===== config.mk =====
export PLATFORM = sky130hd
export DESIGN_NAME = ds_loadstore_sequencer
export DESIGN_NICKNAME = d
export VERILOG_FILES = /design/src/rtl/ppc_ds_pkg.sv /design/src/rtl/ds_loadstore_sequencer.sv
export SDC_FILE = /design/constraint.sdc
export NUM_CORES = 1
export LEC_CHECK = 0
export CORE_MARGIN = 1.5
export CORE_UTILIZATION = 50
export DETAILED_ROUTE_END_ITERATION = 8
export GPL_ROUTABILITY_DRIVEN = 0
export GPL_TIMING_DRIVEN = 1
export PLACE_DENSITY_LB_ADDON = 0.05
export REMOVE_ABC_BUFFERS = 1
export SLEW_MARGIN = 30
export SYNTH_ARGS = -nofsm -noshare
export SYNTH_HDL_FRONTEND = slang
export SYNTH_SLANG_ARGS = --single-unit

===== constraint.sdc =====
create_clock -name clock_i -period 9.5 [get_ports clock_i]
set_input_delay 1.425 -clock clock_i [delete_from_list [all_inputs] [get_ports clock_i]]
set_output_delay 1.425 -clock clock_i [all_outputs]
set_load 0.005 [all_outputs]

===== src/rtl/ppc_ds_pkg.sv =====
// Shared definitions for the DS-format load/store path:
// opcodes, xo encodings, sequencer states and the DS displacement helper.
package ppc_ds_pkg;

  localparam logic [5:0] OPC_LD = 6'd58;
  localparam logic [5:0] OPC_ST = 6'd62;

  // ld/std, ldu/stdu, lwa/stq
  localparam logic [1:0] XO_D   = 2'd0;
  localparam logic [1:0] XO_U   = 2'd1;
  localparam logic [1:0] XO_W   = 2'd2;
  localparam logic [1:0] XO_BAD = 2'd3;

  typedef enum logic [2:0] {
    S_IDLE,
    S_ADDR,
    S_MEM,
    S_MEM2,
    S_WB_RT,
    S_WB_RA
  } state_e;

  function automatic logic [63:0] sext_ds(input logic [13:0] imm);
    return {{48{imm[13]}}, imm, 2'b00};
  endfunction

endpackage


===== src/rtl/ds_loadstore_sequencer.sv =====
// Multi-cycle sequencer for DS-format integer loads/stores:
// EA calc, one or two memory transactions, then GPR writebacks.
module ds_loadstore_sequencer
  import ppc_ds_pkg::*;
#(
  parameter int regWidth  = 5,
  parameter int immWidth  = 14,
  parameter int dataWidth = 64
) (
  input  logic                 clock_i,
  input  logic                 reset_i,
  input  logic                 enable_i,
  input  logic                 isStore_i,
  input  logic [1:0]           xo_i,
  input  logic [regWidth-1:0]  reg1_i,
  input  logic [regWidth-1:0]  reg2_i,
  input  logic                 reg2ValOrZero_i,
  input  logic [immWidth-1:0]  imm_i,
  input  logic [dataWidth-1:0] raVal_i,
  input  logic [dataWidth-1:0] rsVal_i,
  input  logic [dataWidth-1:0] rsNextVal_i,
  output logic                 stall_o,
  output logic                 illegal_o,
  output logic                 memReq_o,
  output logic                 memWe_o,
  output logic                 memWord_o,
  output logic [dataWidth-1:0] memAddr_o,
  output logic [dataWidth-1:0] memWData_o,
  input  logic                 memAck_i,
  input  logic [dataWidth-1:0] memRData_i,
  output logic                 wbEn_o,
  output logic [regWidth-1:0]  wbReg_o,
  output logic [dataWidth-1:0] wbData_o
);

  localparam logic [dataWidth-1:0] QW_STEP = dataWidth'(8);

  state_e state_q, state_d;

  logic [5:0]           opc_q;
  logic [1:0]           xo_q;
  logic [regWidth-1:0]  rt_q, ra_q;
  logic                 raz_q;
  logic [immWidth-1:0]  imm_q;
  logic [dataWidth-1:0] raVal_q, rsVal_q, rsNext_q;
  logic [dataWidth-1:0] ea_q, ea_d;

  logic                 stall_q, stall_d;
  logic                 ill_q, ill_d;
  logic                 req_q, req_d;
  logic                 we_q, we_d;
  logic                 word_q, word_d;
  logic [dataWidth-1:0] addr_q, addr_d;
  logic [dataWidth-1:0] wdat_q, wdat_d;
  logic                 wbEn_q, wbEn_d;
  logic [regWidth-1:0]  wbReg_q, wbReg_d;
  logic [dataWidth-1:0] wbDat_q, wbDat_d;

  logic accept, legal, is_st;
  logic [dataWidth-1:0] base, lwa_dat;

  assign accept = (state_q == S_IDLE) && enable_i;
  assign is_st  = (opc_q == OPC_ST);
  assign base   = (raz_q && ra_q == '0) ? '0 : raVal_q;
  assign lwa_dat = {{(dataWidth-32){memRData_i[31]}}, memRData_i[31:0]};

  always_comb begin
    legal = (xo_i != XO_BAD);
    if (xo_i == XO_U && reg2_i == '0) legal = 1'b0;
    if (!isStore_i && xo_i == XO_U && reg2_i == reg1_i) legal = 1'b0;
    if (isStore_i && xo_i == XO_W && reg1_i[0]) legal = 1'b0;
  end

  always_comb begin
    state_d = state_q;
    ea_d    = ea_q;
    ill_d   = 1'b0;
    req_d   = req_q;
    we_d    = we_q;
    word_d  = word_q;
    addr_d  = addr_q;
    wdat_d  = wdat_q;
    wbEn_d  = 1'b0;
    wbReg_d = wbReg_q;
    wbDat_d = wbDat_q;
    unique case (state_q)
      S_IDLE: begin
        if (enable_i) begin
          if (legal) state_d = S_ADDR;
          else       ill_d   = 1'b1;
        end
      end
      S_ADDR: begin
        ea_d    = base + sext_ds(imm_q);
        state_d = S_MEM;
      end
      S_MEM: begin
        // First MEM cycle launches the request from the registered EA
        if (!req_q) begin
          req_d  = 1'b1;
          addr_d = ea_q;
          we_d   = is_st;
          word_d = !is_st && (xo_q == XO_W);
          wdat_d = is_st ? rsVal_q : '0;
        end else if (memAck_i) begin
          req_d = 1'b0;
          if (!is_st) begin
            wbEn_d  = 1'b1;
            wbReg_d = rt_q;
            wbDat_d = (xo_q == XO_W) ? lwa_dat : memRData_i;
            state_d = S_WB_RT;
          end else if (xo_q == XO_W) begin
            req_d   = 1'b1;
            addr_d  = ea_q + QW_STEP;
            wdat_d  = rsNext_q;
            state_d = S_MEM2;
          end else if (xo_q == XO_U) begin
            wbEn_d  = 1'b1;
            wbReg_d = ra_q;
            wbDat_d = ea_q;
            state_d = S_WB_RA;
          end else begin
            state_d = S_IDLE;
          end
        end
      end
      S_MEM2: begin
        if (memAck_i) begin
          req_d   = 1'b0;
          state_d = S_IDLE;
        end
      end
      S_WB_RT: begin
        if (xo_q == XO_U) begin
          wbEn_d  = 1'b1;
          wbReg_d = ra_q;
          wbDat_d = ea_q;
          state_d = S_WB_RA;
        end else begin
          state_d = S_IDLE;
        end
      end
      S_WB_RA: state_d = S_IDLE;
      default: state_d = S_IDLE;
    endcase
    stall_d = (state_d != S_IDLE);
  end

  always_ff @(posedge clock_i) begin
    if (!reset_i) begin
      state_q  <= S_IDLE;
      opc_q    <= '0;
      xo_q     <= '0;
      rt_q     <= '0;
      ra_q     <= '0;
      raz_q    <= 1'b0;
      imm_q    <= '0;
      raVal_q  <= '0;
      rsVal_q  <= '0;
      rsNext_q <= '0;
      ea_q     <= '0;
      stall_q  <= 1'b0;
      ill_q    <= 1'b0;
      req_q    <= 1'b0;
      we_q     <= 1'b0;
      word_q   <= 1'b0;
      addr_q   <= '0;
      wdat_q   <= '0;
      wbEn_q   <= 1'b0;
      wbReg_q  <= '0;
      wbDat_q  <= '0;
    end else begin
      state_q <= state_d;
      ea_q    <= ea_d;
      stall_q <= stall_d;
      ill_q   <= ill_d;
      req_q   <= req_d;
      we_q    <= we_d;
      word_q  <= word_d;
      addr_q  <= addr_d;
      wdat_q  <= wdat_d;
      wbEn_q  <= wbEn_d;
      wbReg_q <= wbReg_d;
      wbDat_q <= wbDat_d;
      if (accept) begin
        opc_q    <= isStore_i ? OPC_ST : OPC_LD;
        xo_q     <= xo_i;
        rt_q     <= reg1_i;
        ra_q     <= reg2_i;
        raz_q    <= reg2ValOrZero_i;
        imm_q    <= imm_i;
        raVal_q  <= raVal_i;
        rsVal_q  <= rsVal_i;
        rsNext_q <= rsNextVal_i;
      end
    end
  end

  assign stall_o    = stall_q;
  assign illegal_o  = ill_q;
  assign memReq_o   = req_q;
  assign memWe_o    = we_q;
  assign memWord_o  = word_q;
  assign memAddr_o  = addr_q;
  assign memWData_o = wdat_q;
  assign wbEn_o     = wbEn_q;
  assign wbReg_o    = wbReg_q;
  assign wbData_o   = wbDat_q;

endmodule


==> results of run 1 <==
[power by group]
group / switching (W) / internal [W] / leakage, nW / total [W]
logic: 0.000434 / 0.000373 / 6.37 / 0.000807
registers: 0.0000830 / 0.00218 / 4.01 / 0.00226
clock network: 0.000864 / 0.00134 / 0.918 / 0.00220
total: 0.00138 / 0.00389 / 11.3 / 0.00527
[worst max-delay path: stages, from the launching register on]
cell      delay (ns)
dfxtp_1         0.32
nor4_1          0.31
nand3b_1        0.11
buf_4           0.30
and2_1          0.25
ha_1            0.34
a21o_1          0.22
a21oi_2         0.21
a21oi_1         0.12
o41a_1          0.47
a211o_1         0.36
a41o_1          0.28
o31a_1          0.37
a21oi_1         0.27
or4_1           0.15
o221ai_1        0.09
[cell families (layout without fill, tap and decap cells)]
family | count (synthesis) | count (layout) | share of synthesized area [%]
buffers and inverters | 258 | 636 | 4.12
XOR/XNOR | 104 | 104 | 3.87
AO/OA/AOI/OAI | 860 | 860 | 24.0
multiplexers | 9 | 9 | 0.383
other | 0 | 5 | 0
flip-flops | 491 | 491 | 41.8
AND/OR/NAND/NOR | 1225 | 1225 | 22.4
adder cells (fa/ha/maj) | 65 | 65 | 3.49
[worst min path at each step]
stage               slack [ns]            to          from  cells past startpoint
detailed placement        0.44   raVal_q[37]   raVal_q[37]                      2
CTS                       0.45   raVal_q[38]   raVal_q[38]                      2
floorplan                 0.43   raVal_q[10]   raVal_q[10]                      2
global route              0.47   raVal_q[45]   raVal_q[45]                      2
global placement          0.44  rsNext_q[53]  rsNext_q[53]                      2
finish                    0.45   raVal_q[57]   raVal_q[57]                      2
[Yosys cell counts, drive strengths merged (2+ instances only)]
master,count
nand2,665
dfxtp,491
a21oi,413
nor2,276
clkbuf,216
a211oi,123
o21ai,71
and2,69
o221a,69
ha,64
o22a,64
xor2,54
xnor2,50
nand3,48
a21o,42
nor2b,32
nand4,30
inv,27
and3,22
or3,22
nor3,17
buf,15
nand2b,14
a311oi,13
o21bai,13
a31oi,10
mux2i,9
nor4,8
o211ai,8
o21a,7
or4,6
and4,5
nand3b,5
a21boi,4
o31a,3
or2,3
a221oi,2
nor3b,2
o2111ai,2
o221ai,2
o41ai,2
[cell type report]
type / instances / area, um2
clock buffers: 77 / 1580
multi-input cells: 2263 / 12800
fillers: 4053 / 15900
repair buffers: 513 / 5140
diodes: 5 / 12.5
well taps: 607 / 759
inverters: 27 / 109
clock inverters: 19 / 287
flip-flops and latches: 491 / 9830
[sequential cells by signal (all words and copies together), names as in the netlist, 2 cells and up]
| name | flops |
|---|---|
| ea_q | 64 |
| imm_q | 14 |
| memAddr_o | 64 |
| memWData_o | 64 |
| opc_q | 2 |
| raVal_q | 64 |
| ra_q | 5 |
| rsNext_q | 64 |
| rsVal_q | 64 |
| rt_q | 5 |
| state_q | 3 |
| wbData_o | 64 |
| wbReg_o | 5 |
| xo_q | 2 |
[cell usage in the layout, fill, tap and decap left out, drive strengths merged, types with 42 or more instances in the layout]
cell type      netlist  layout
xnor2               50      50
ha                  64      64
a211oi             123     123
and2                69      69
a21o                42      42
clkdlybuf4s50        0     489
o22a                64      64
nor2               276     276
nand2              665     665
nand3               48      48
o21ai               71      71
dfxtp              491     491
xor2                54      54
o221a               69      69
clkbuf             216      77
a21oi              413     413
[routing by layer]
layer  wire, um  global-route usage [%]  share of wire, %  vias up
li1           -                       -                 -    11200
met1      32400                    39.0                44    10600
met2      33100                    46.5                45      807
met3       5830                    6.90               8.0      133
met4       1840                    9.57               2.5       22
met5        159                       0              0.22        -
[metrics by stage]
stage          instances  utilization, %  power (W)  TNS (ns)  area, um2
2_1_floorplan       2781               -    0.00279   -948.59      22700
3_3_place_gp        3899            61.5    0.00308         0      28600
3_5_place_dp        3899            61.5    0.00310         0      28600
4_1_cts             3995            65.5    0.00529         0      30400
5_1_grt             4000            65.7    0.00547         0      30500
6_report            4002            65.7    0.00527         0      30500
==> run_results.csv, run 1 <==
group,metric,value,unit
route,drtPass1Iterations,6,
grt,grt_max_degree,235,
clocking,cts_buffers,52,
grt,grt-ovfl-total,0,
floorplanning,ios,491,
yosys,syn_avg_cell_area,7.81,um2
floorplanning,initial_core_util,50.7,%
yosys,synth_top_area_share,41.8,%
power_and_ir_drop,powerDensity,173,nW/um2
clocking,cts.sinks,491,
route,wl,73300,um
yosys,synthArstFlopShare,0,%
yosys,synth_edf_count,0,
critical_path,crit_end,"ea_q[59]",
grt,grt_pass1_wl,114000,um
placement,io_buffers,490,
yosys,netlist_area,23500,um2
sta,max_freq,0.228,GHz
hold_path,worstHoldPathType,"reg2reg",
critical_path,cp_data_required_time,9.94,ns
finish,nets,3701,
floorplanning,fp.dieW,220,um
sta,clock-skew-final,0.0237,ns
clocking,clkTransAtPathRegs,0.06,ns
yosys,synthFlopType,"dfxtp_1",
sta,rsz0062_at_grt,"false",
clocking,clk_latency,0.60,ns
yosys,yosys_warnings,0,
yosys,synth_area_leader_cell,"dfxtp_1",
power_and_ir_drop,p_leak,11.3,nW
route,wl_per_cell,18.3,um
sta,slew_viol_final,0,
floorplanning,die_area,48400,um2
outcome,status,"complete, no violations",
floorplanning,core_area,46500,um2
critical_path,cp.arrival,4.82,ns
clocking,tritoncts,"done",
clocking,cts.repair.resized,0,
floorplanning,placementRows,79,
critical_path,cp-start-kind,"flop",
yosys,synth_area_leaders,"dfxtp_1, nand2_1, a21oi_1",
critical_path,worstRegToRegCells,15,
clocking,cts_max_level,2,
yosys,ys_seq_elements,491,
sta,hold_viol,0,
clocking,clockBufferDepth,3,
grt,grt_pass1_vias,21200,
clocking,hold_buffers,0,
sta,worstMarginPinSlew,0.994,ns
finish,syn_to_final_growth,29.6,%
critical_path,rrSetupSlack,5.12,ns
critical_path,endpoint_kind,"flop",
route,dr.first_iter.drc_count,1638,
yosys,ys_types,62,
floorplanning,die_h,220,um
grt,grtUsageTotal,29.3,%
run,maxCapViolCount,0,
sta,post-route-min-period,4.38,ns
clocking,cts_root_buf,"clkbuf_16",
sta,setup-violations-final,0,
critical_path,r2r_start,"ra_q[0]",
yosys,syn_inst,3012,
route,drc,0,
route,vias,22700,
route,viasPerCell,5.68,
critical_path,worstReg2RegEnd,"ea_q[59]",
placement,hpwlAfterDp,50400,um
placement,dp_slack,5.19,ns
sta,relSlewSlack,33.7,%
sta,fin_crit_sh,46.1,%
route,drtAntennaViolNets,0,
grt,antenna_found_initial,16,
critical_path,worst-setup-path-type,"reg2reg",
sta,setup_slack,5.12,ns
yosys,yosysSeqAreaShare,41.8,%
power_and_ir_drop,ir_worst_vdd,0.135,mV
critical_path,crit_start,"ra_q[0]",
finish,drive_above_1_share,6.08,%
sta,worst_hold_slack,0.448,ns
clocking,cts_setup_buffers,0,
critical_path,worst-path-max-fanout,64,
Note: power is estimated with default switching activity, not from simulation.
==> inputs of run 2 (changes only) <==
- clock period: 9.5 -> 4.3 ns (I/O delays scaled with it)
==> run_results.csv, run 2 (synthesis results as in run 1) <==
group,metric,value,unit
route,dr.first_iter.drc_count,1542,
critical_path,worstRegToRegCells,16,
critical_path,worst-setup-path-type,"reg2reg",
floorplanning,ios,491,
route,drtAntennaViolNets,0,
critical_path,cp.arrival,4.59,ns
grt,grt_pass1_vias,21400,
route,drc,0,
finish,final_core_util,66.1,%
power_and_ir_drop,p_leak,11.4,nW
critical_path,worst-path-max-fanout,13,
sta,worst_hold_slack,0.450,ns
finish,drive_above_1_share,6.83,%
critical_path,crit_path_top_delay_cell,"or3_1",
finish,nets,3723,
sta,relSlewSlack,32.5,%
placement,hpwlAfterDp,51900,um
sta,post-route-min-period,4.10,ns
placement,io_buffers,490,
power_and_ir_drop,powerDensity,372,nW/um2
finish,mostFrequentLayoutCells,"nand2_1, dfxtp_1, clkdlybuf4s50_1",
outcome,status,"complete, no violations",
route,viasPerCell,5.72,
placement,placed_cells,3912,
sta,setup-violations-final,0,
clocking,clockBufferDepth,3,
sta,slew_viol_final,0,
clocking,cts.sinks,491,
critical_path,crit_cells,16,
finish,final_cells,4020,
critical_path,slowest_delay,0.44,ns
hold_path,whs_path_depth,2,
grt,antenna_found_initial,11,
route,wl,74400,um
critical_path,cp_data_required_time,4.79,ns
clocking,clkTransAtPathRegs,0.06,ns
clocking,cts_buffers,54,
power_and_ir_drop,power.internal,0.00838,W
floorplanning,placementRows,79,
sta,hold_viol,0,
power_and_ir_drop,switching_share,26.6,%
floorplanning,core_area,46500,um2
power_and_ir_drop,p_switching,0.00303,W
sta,fin_crit_sh,95.4,%
critical_path,critPathTopFamily,"simple AND/OR/NAND/NOR gates",
critical_path,path_cells,"nor4_2 > nand3b_1 > buf_4 > buf_6 > clkbuf_16 > and2_1 > ha_1 > nand4_1 > or3_1 > nor4_1 > a211o_1 > a41o_1 > o31a_1 > a21oi_2 > or4_1 > o221ai_1",
clocking,cts_max_level,2,
power_and_ir_drop,power,0.0114,W
clocking,hold_buffers,0,
sta,clock-skew-final,0.0144,ns
sta,max_freq,0.244,GHz
floorplanning,die_area,48400,um2
clocking,cts_root_buf,"clkbuf_16",
route,vias,23000,
clocking,clk_latency,0.60,ns
finish,layout_commonest_cell,"nand2_1",
floorplanning,die_h,220,um
route,drtPass1Iterations,5,
sta,rsz0062_at_grt,"false",
grt,grtUsageTotal,29.8,%
clocking,tritoncts,"done",
grt,grt_max_degree,197,
sta,worstMarginPinSlew,1.01,ns
run,maxCapViolCount,0,
critical_path,cp_num_buf_inv,3,
hold_path,worstHoldPathType,"reg2reg",
route,wl_per_cell,18.5,um
grt,grt_pass1_wl,116000,um
grt,grt-ovfl-total,0,
power_and_ir_drop,power.share.sequential,43.9,%
critical_path,endpoint_kind,"flop",
power_and_ir_drop,clkPwrFrac,40.2,%
finish,syn_to_final_growth,30.4,%
floorplanning,initial_core_util,50.7,%
floorplanning,fp.dieW,220,um
power_and_ir_drop,combinationalPowerShare,15.9,%
power_and_ir_drop,ir_worst_vdd,0.344,mV
critical_path,cp-start-kind,"flop",
==> run 2: cell count changes in the layout (fill, tap and decap cells not counted), moves of 4 or more <==
cell,delta
buf_4,+12
clkinv_2,+11
buf_12,+7
bufinv_16,-5
clkbuf_16,+5
clkbuf_8,-5
diode_2,-4
==> run 2: cell type report <==
class,instances,area [um2]
fill,4034,15800
multi-input combinational,2263,12800
antenna,1,2.50
clock inverter,21,158
clock buffer,77,1610
timing repair buffer,533,5380
tap,607,759
inverter,27,114
sequential,491,9830
==> run 2: stage by stage <==
step,TNS [ns],area [um2],setup WS (ns)
after detailed placement,-0.0615,28800,-0.0463
final,0,30700,0.198
after floorplan,-2770.49,22700,-12.63
after global routing,0,30700,0.0499
after global placement,-0.00482,28800,-0.00482
after CTS,0,30500,0.0391
==> run 2: final timing paths <==
path / slack (ns) / end / startpoint
hold reg to reg: 0.45 / raVal_q[57] / raVal_q[57]
setup reg to reg: 0.20 / ea_q[59] / ra_q[0]
hold / removal: 0.45 / raVal_q[57] / raVal_q[57]
setup / recovery: 0.20 / ea_q[59] / ra_q[0]
==> run 2: timing repair <==
item	4_1_cts	5_1_grt
pin swaps	1	6
buffers inserted	0	7
endpoints found under the setup margin	2	16
gates cloned	0	1
gates resized for setup	2	9
hold endpoints to repair	0	0
==> run 2: power by group through the flow <==
| stage | registers [W] | clock network [W] | logic (W) |
|---|---|---|---|
| 2_1_floorplan | 0.00508 | 0 | 0.00109 |
| 3_3_place_gp | 0.00509 | 0 | 0.00175 |
| 3_5_place_dp | 0.00510 | 0 | 0.00177 |
| 4_1_cts | 0.00500 | 0.00467 | 0.00178 |
| 5_1_grt | 0.00504 | 0.00485 | 0.00198 |
| 6_report | 0.00501 | 0.00459 | 0.00181 |
==> run 2: layer usage <==
| metal | up-vias | wire (um) | GRT usage (%) |
|---|---|---|---|
| li1 | 11200 | - | - |
| met1 | 10700 | 32100 | 39.5 |
| met2 | 876 | 33300 | 47.1 |
| met3 | 158 | 6650 | 7.43 |
| met4 | 20 | 2170 | 9.82 |
| met5 | - | 141 | 0 |
==> run 2: worst register-to-register path: stages (launching register included) <==
cell and delay, ns:
dfxtp_1 0.33, nor4_2 0.28, nand3b_1 0.11, buf_4 0.17
buf_6 0.13, clkbuf_16 0.16, and2_1 0.16, ha_1 0.38
nand4_1 0.18, or3_1 0.44, nor4_1 0.28, a211o_1 0.27
a41o_1 0.24, o31a_1 0.28, a21oi_2 0.11, or4_1 0.40
o221ai_1 0.08
==> inputs of run 3 (changes only) <==
- DONT_BUFFER_PORTS: not set -> 1
==> run_results.csv, run 3 (synthesis results as in run 1) <==
group,metric,value,unit
outcome,status,"complete, no violations",
finish,syn_to_final_growth,9.67,%
clocking,clockBufferDepth,3,
placement,placed_cells,3424,
grt,grt_pass1_vias,19300,
hold_path,worstHoldPathType,"in2reg",
floorplanning,placementRows,79,
clocking,tritoncts,"done",
placement,dp_slack,0.0562,ns
grt,antenna_found_initial,8,
run,maxCapViolCount,0,
critical_path,cpMostUsedCell,"a21o_1",
power_and_ir_drop,powerDensity,423,nW/um2
sta,setup_tns,0,ns
grt,grt_pass1_wl,108000,um
route,drtAntennaViolNets,0,
sta,relSlewSlack,38.7,%
sta,rsz0062_at_grt,"false",
sta,setup-violations-final,0,
sta,worstMarginPinSlew,0.920,ns
clocking,clk_latency,0.60,ns
finish,nets,3232,
sta,post-route-min-period,4.05,ns
finish,layout_commonest_cell,"nand2_1",
clocking,cts.sinks,491,
grt,grtUsageTotal,28.2,%
route,drtPass1Iterations,5,
critical_path,crit_path_top_delay_cell,"a311o_1",
finish,final_cells,3530,
route,wl_per_cell,20.0,um
sta,setup_slack,0.253,ns
floorplanning,die_area,48400,um2
clocking,clkTransAtPathRegs,0.06,ns
route,vias,20800,
clocking,cts_max_level,2,
route,drc,0,
critical_path,worst-setup-path-type,"reg2reg",
floorplanning,initial_core_util,50.7,%
sta,fin_crit_sh,94.1,%
critical_path,cp-start-kind,"flop",
sta,hold_viol,0,
grt,grt-ovfl-total,0,
sta,slew_viol_final,0,
critical_path,cp.arrival,4.52,ns
clocking,cts_root_buf,"clkbuf_16",
power_and_ir_drop,ir_worst_vdd,0.398,mV
sta,max_freq,0.247,GHz
placement,io_buffers,0,
floorplanning,die_h,220,um
finish,final_core_util,55.6,%
floorplanning,core_area,46500,um2
placement,hpwlAfterDp,49600,um
power_and_ir_drop,p_leak,9.60,nW
critical_path,cp_num_buf_inv,2,
floorplanning,fp.dieW,220,um
route,dr.first_iter.drc_count,1368,
clocking,cts_buffers,53,
sta,clock-skew-final,0.0228,ns
floorplanning,ios,491,
grt,grt_max_degree,129,
route,wl,70700,um
finish,num-fill-cells,4393,
finish,drive_above_1_share,8.05,%
critical_path,worst-path-max-fanout,22,
power_and_ir_drop,power,0.0109,W
clocking,hold_buffers,0,
critical_path,cp_data_required_time,4.77,ns
route,viasPerCell,5.90,
critical_path,critPathTopFamily,"simple AND/OR/NAND/NOR gates",
critical_path,path_cells,"nor4_2 > nand3b_1 > buf_12 > buf_4 > and2_1 > ha_1 > a21o_1 > a21o_1 > a21o_1 > a211oi_1 > o21ai_1 > a311o_1 > and4_1 > nor4_4 > nor3_1 > nand3b_1",
finish,mostFrequentLayoutCells,"nand2_1, dfxtp_1, a21oi_1",
critical_path,slowest_delay,0.41,ns
critical_path,endpoint_kind,"flop",
## run 3: through the flow
| stage | hold slack [ns] | instance area (um2) |
|---|---|---|
| after floorplan | 0.432 | 22700 |
| after global placement | 0.441 | 23900 |
| after detailed placement | 0.444 | 23900 |
| after CTS | 0.145 | 25600 |
| after global routing | 0.159 | 25800 |
| final | 0.183 | 25800 |
## run 3: cell type report
cell class	count	area [um2]	share of cell area, %
Clock inverter	17	149	0.577
Clock buffer	79	1610	6.22
Inverter	27	109	0.422
Multi-Input combinational cell	2263	12900	49.9
Antenna cell	3	7.51	0.0291
Sequential cell	491	9830	38.1
Tap cell	607	759	2.94
Timing Repair Buffer	43	465	1.80
## run 3: routing by layer
| layer | up-vias | track usage [%] | routed length (um) |
|---|---|---|---|
| met4 | 10 | 12.0 | 2780 |
| met3 | 163 | 9.58 | 6970 |
| li1 | 10300 | - | - |
| met1 | 9681 | 37.2 | 30900 |
| met5 | - | 0 | 68 |
| met2 | 708 | 41.7 | 30000 |
## run 3: path summary, 6_finish.rpt
check / endpoint / from / depth (start not counted) / slack (ns)
min reg2reg: raVal_q[51] / raVal_q[51] / 2 / 0.45
min: rt_q[0] / reg1_i[0] / 2 / 0.18
max reg2reg: ea_q[57] / ra_q[3] / 16 / 0.25
max: ea_q[57] / ra_q[3] / 16 / 0.25
## run 3: power breakdown
group | switching [W] | total (W) | leakage, nW | internal, W
Clock | 0.00187 | 0.00456 | 0.875 | 0.00269
Combinational | 0.000837 | 0.00131 | 4.72 | 0.000477
Sequential | 0.000226 | 0.00504 | 4.01 | 0.00482
## run 3: repair_timing
item | 4_1_cts | 5_1_grt
endpoints found under the setup margin | 0 | 24
buffers inserted | 0 | 6
gates resized for setup | 0 | 17
## run 3: worst reg2reg max path: stages (launching register included)
cell      delay, ns
dfxtp_1        0.33
nor4_2         0.29
nand3b_1       0.19
buf_12         0.20
buf_4          0.24
and2_1         0.18
ha_1           0.34
a21o_1         0.20
a21o_1         0.18
a21o_1         0.20
a211oi_1       0.21
o21ai_1        0.16
a311o_1        0.41
and4_1         0.24
nor4_4         0.28
nor3_1         0.09
nand3b_1       0.17
